`config.mk`:
```
export PLATFORM = sky130hd
export DESIGN_NAME = mux_scan_ctrl
export DESIGN_NICKNAME = d
export VERILOG_FILES = /design/src/rtl/mux_scan_ctrl.sv
export SDC_FILE = /design/constraint.sdc
export NUM_CORES = 1
export LEC_CHECK = 0
export CAP_MARGIN = 25
export CORE_AREA = 4 4 47 69
export CTS_BUF_LIST = sky130_fd_sc_hd__clkbuf_4 sky130_fd_sc_hd__clkbuf_8
export DETAILED_ROUTE_END_ITERATION = 8
export DIE_AREA = 0 0 51 73
export PLACE_DENSITY = 0.6
export RECOVER_POWER = 25
export SYNTH_ARGS = -nofsm -noshare
export SYNTH_HDL_FRONTEND = slang
export SYNTH_SLANG_ARGS = --single-unit
export TNS_END_PERCENT = 20
```
`constraint.sdc`:
```
create_clock -name clk_i -period 1.4 [get_ports clk_i]
set_input_delay 0.28 -clock clk_i [delete_from_list [all_inputs] [get_ports clk_i]]
set_output_delay 0.28 -clock clk_i [all_outputs]
set_load 0.02 [all_outputs]
```
`src/rtl/mux_scan_ctrl.sv`:
```
// Scan sequencer for a 4:1 mux: walks the selects through channels 0..3, samples y after a
// programmable settle time on each, and publishes all four bits at once with a done pulse.
module mux_scan_ctrl #(
  parameter int unsigned SETTLE_CYCLES = 2,
  parameter int unsigned CNT_W         = 4,
  parameter bit          CONTINUOUS    = 1'b0
) (
  input  logic       clk_i,
  input  logic       rst_i,
  input  logic       start_i,
  input  logic       abort_i,
  input  logic       y_i,
  output logic       s0_o,
  output logic       s1_o,
  output logic       busy_o,
  output logic       done_o,
  output logic [3:0] sample_vec_o
);

  typedef enum logic [1:0] {StIdle, StSettle, StSample, StDone} state_e;

  localparam logic [CNT_W-1:0] CntLast = CNT_W'(SETTLE_CYCLES - 1);

  state_e           state_q;
  logic [1:0]       sel_q;
  logic [CNT_W-1:0] cnt_q;
  logic [3:0]       shadow_q;
  logic [3:0]       sample_vec_q;
  logic             busy_q;
  logic             done_q;
  logic [3:0]       captured;

  // Shadow with the current channel's bit replaced by y, so the last channel's sample can be
  // published on the same edge it is taken.
  always_comb begin
    captured = shadow_q;
    for (int i = 0; i < 4; i++) begin
      if (sel_q == 2'(i)) begin
        captured[i] = y_i;
      end
    end
  end

  always_ff @(posedge clk_i) begin
    if (rst_i) begin
      state_q      <= StIdle;
      sel_q        <= 2'd0;
      cnt_q        <= '0;
      shadow_q     <= 4'd0;
      sample_vec_q <= 4'd0;
      busy_q       <= 1'b0;
      done_q       <= 1'b0;
    end else begin
      done_q <= 1'b0;
      if (abort_i && (state_q != StIdle)) begin
        state_q  <= StIdle;
        sel_q    <= 2'd0;
        cnt_q    <= '0;
        shadow_q <= 4'd0;
        busy_q   <= 1'b0;
      end else begin
        unique case (state_q)
          StIdle: begin
            if (start_i && !abort_i) begin
              state_q <= StSettle;
              sel_q   <= 2'd0;
              cnt_q   <= '0;
              busy_q  <= 1'b1;
            end
          end
          StSettle: begin
            cnt_q <= cnt_q + 1'b1;
            if (cnt_q == CntLast) begin
              state_q <= StSample;
            end
          end
          StSample: begin
            shadow_q <= captured;
            if (sel_q == 2'd3) begin
              // sel stays at 3 through DONE; the only wrap back to 0 is on leaving DONE.
              state_q      <= StDone;
              sample_vec_q <= captured;
              done_q       <= 1'b1;
            end else begin
              state_q <= StSettle;
              sel_q   <= sel_q + 2'd1;
              cnt_q   <= '0;
            end
          end
          StDone: begin
            sel_q <= 2'd0;
            cnt_q <= '0;
            if (CONTINUOUS) begin
              state_q <= StSettle;
              busy_q  <= 1'b1;
            end else begin
              state_q <= StIdle;
              busy_q  <= 1'b0;
            end
          end
          default: begin
            state_q <= StIdle;
            busy_q  <= 1'b0;
          end
        endcase
      end
    end
  end

  assign s0_o         = sel_q[0];
  assign s1_o         = sel_q[1];
  assign busy_o       = busy_q;
  assign done_o       = done_q;
  assign sample_vec_o = sample_vec_q;

endmodule

```
==> results of run 1 <==
## stage by stage
| stage | worst slack [ns] | hold WS, ns |
|---|---|---|
| 6_report | 0.0586 | 0.476 |
| 5_1_grt | -0.0179 | 0.518 |
| 3_5_place_dp | -0.328 | 0.474 |
| 2_1_floorplan | 0.0117 | 0.463 |
| 4_1_cts | 0.0199 | 0.482 |
| 3_3_place_gp | -0.281 | 0.472 |
## state kept, by name, indices dropped and copies added (netlist names)
register and count:
done_o 1, sample_vec_o 4, state_q 2, busy_o 1, cnt_q 4, shadow_q 4
sel_q 2
## worst max-delay path by stage
stage / slack (ns) / endpoint / from / cells after the start
after CTS: 0.02 / sample_vec_o[0] / sel_q[0] / 5
final: 0.06 / state_q[1] / state_q[1] / 3
after detailed placement: -0.33 / sample_vec_o[0] / abort_i / 5
after floorplan: 0.01 / sel_q[1] / sel_q[0] / 5
after global routing: -0.02 / cnt_q[3] / sel_q[0] / 5
after global placement: -0.28 / sample_vec_o[1] / abort_i / 5
## tightest hold or removal path, delay by kind of cell, from the launching register on
family | cells | cell delay (ns)
flops | 1 | 0.31
compound gates | 2 | 0.12
## placed cells by master (no fill, tap or decap), drive strengths merged, types with 2 or more instances in the layout
master         Yosys  routed
dfxtp             18      18
buf                5      15
nor2              14      14
dlygate4sd2        0       9
mux2i              8       8
ha                 7       7
inv                6       6
nand2b             6       6
a21oi              5       5
o21ai              4       4
nand3b             4       4
clkbuf             2       4
a211oi             4       4
nor3b              3       3
clkdlybuf4s50      0       3
nor2b              3       3
nand4              2       2
a41oi              2       2
a31oi              2       2
## where the power goes
part | switching [W] | internal [W] | total (W)
Combinational | 0.0000735 | 0.0000709 | 0.000144
Clock | 0.000180 | 0.000250 | 0.000430
Sequential | 0.00000909 | 0.000516 | 0.000525
## metal layers
layer / vias up / routed length [um] / global-route usage (%)
met2: 11 / 1180 / 22.7
met3: 4 / 66 / 2.66
met1: 418 / 1050 / 16.2
met4: 0 / 36 / 5.39
met5: - / 0 / 0
li1: 438 / - / -
## final cells by class
type                    count  area [um^2]  share of cell area (%)
multi-input cells          78          613                    46.1
flip-flops and latches     18          368                    27.7
repair buffers             27          225                    16.9
well taps                  37         46.3                    3.48
clock buffers               4         55.1                    4.14
inverters                   6         22.5                    1.69
## logic make-up (layout without fill, tap and decap cells)
group / after synthesis / after routing / synth area share (%)
AOI/OAI and AO/OA: 22 / 22 / 16.4
xor gates and xnor gates: 1 / 1 / 0.865
adders and majority gates: 7 / 7 / 8.65
buffers and inverters: 13 / 37 / 6.67
DFF: 18 / 18 / 35.6
muxes: 8 / 8 / 7.91
and+or+nand+nor: 40 / 40 / 23.9
## cells in the mapped netlist (3+ instances only)
master	number
inv_1	5
dfxtp_1	18
a21oi_1	5
nand3b_1	4
ha_1	7
mux2i_1	8
nor2_1	14
nand2b_1	6
nor3b_1	3
o21ai_0	4
buf_2	3
nor2b_1	3
a211oi_1	4
## repair_timing
item	in CTS	in global routing
setup endpoints to repair	17	9
setup buffers	0	0
resized for setup	10	10
hold buffers	0	0
pin swaps	0	1
==> out/results.md, run 1 <==
Global routing
- wire length of the first global-routing pass: 3800 um
- number of global-route vias before repair: 828
- aggregate global routing overflow: 0
- gr usage total: 13.3%
- initial antenna violation count: 0
- maximum number of pins on one net before global-route repair: 13

Detailed routing
- number of DRC markers after the initial detailed-route iteration: 8
- detailed-router iteration count before antenna repair: 4
- Via Count: 871
- average wire per cell in the routed design: 13.7 um
- Residual DRC: 0
- DRT Wirelength: 2330 um
- Routed Antenna Nets: 0
- number of vias per cell: 5.12

Timing
- remaining max-slew budget at the tightest pin: 78.7%
- clk_skew: 0.00322 ns
- Final Max Tran Viols: 0
- Slew @ Worst Pin: 0.315 ns
- Post-Route Setup TNS: 0 ns
- Period Utilization, post-route: 95.8%
- hold violation count in the final report: 0
- Tmin final: 1.34 ns
- FMAX: 745 MHz
- final setup fails: 0

Yosys
- Post-Synthesis Cells: 109
- warnings from Yosys: 0
- ys async rst share: 0%
- sequential cell area fraction in the yosys report: 35.6%
- post-synthesis net count: 121
- library cell occupying the most area in the post-synthesis netlist: dfxtp_1
- Cell variety after synth: 33
- Avg Inst Size Synth: 9.29 um^2
- post-synthesis instance area: 1010 um^2
- commonest register cell after synthesis: dfxtp_1
- share of the synthesized area in the top cell type: 35.6%
- Synth area leaders: dfxtp_1 36%, ha_1 8.7%, mux2i_1 7.9%, nor2_1 5.2%, nand2b_1 3.7%
- total of flip-flops plus latches after synthesis: 18
- number of synthesized flops with an enable pin: 0

CTS
- Inserted Clock Buffers: 3
- cell chosen for the clock root: clkbuf_8
- TritonCTS sink count: 18
- TritonCTS clock tree: yes
- clock transition at the registers of the reported paths: 0.07 ns
- Max Root-Sink Buffers: 2
- htree depth: 1
- clock latency at the later pin of the worst-skew pair: 0.26 ns

Pwr
- cell area power density: 827 nW/um^2
- Power, Total: 0.00110 W
- leakage power figure: 0.537 nW
- VDD IR-drop max: 492 uV

Placement
- DP HPWL: 1720 um
- weighted congestion at the end of routability-driven global placement: 0.799
- number of instances in the placed design: 166
- dpl cell area: 1250 um^2
- number of buffers added on ports: 12

Worst setup path
- Data arrival, critical path: 1.53 ns
- flop2flop setup slack: 0.06 ns
- Crit-path slowest cell: or4_1
- length in cells of the worst reg-to-reg path: 3
- Reg2Reg Launch Point: state_q[1]
- Reg2Reg Capture Point: state_q[1]
- kind of launch point of the worst setup path: flip-flop
- maximum fanout encountered on the critical timing path: 12
- delay contributed by the slowest stage of the critical path: 0.53 ns
- kind of cell adding the most delay to the critical path: simple AND/OR/NAND/NOR gates
- Critical path buffers and inverters: 1
- critical path endpoint category: flip-flop
- crit-path cells: buf_4, or4_1, a21oi_1
- required time worst endpoint: 1.59 ns
- type of the worst setup path: reg -> reg

Floorplan
- die area: 3720 um^2
- Boundary Pins: 13
- core region area: 2680 um^2
- number of placement rows: 23
- Horiz. Die Dim: 51 um
- vertical die dimension: 73 um
- Initial Util: 37.8%

Flow run
- number of maximum-capacitance violations: 0

Layout
- fraction of layout instances using a drive strength above 1: 24.1%
- total number of nets in the final design: 146
- post-layout instance count excluding filler cells: 170
- Core Util, Final: 49.7%
- layout overhead on the synthesized area: 31.4%
- total non-filler cell area in the finished layout: 1330 um^2
- number of antenna diodes: 0
- number of inserted filler cells in the final layout: 268

Worst hold path
- startpoint of the worst hold path: busy_o
- worst hold endpoint: busy_o
- type of the tightest min-delay check: reg -> reg
- number of cells traversed by the worst hold path: 2

Status
- outcome: finished clean

Note: power is estimated with default switching activity, not from simulation.
==> run 2, diff against run 1 <==
Settings changed: ABC_AREA from default to 0.
==> results of run 2 <==
Final layout, timing and power as in run 1 (identical DEF).
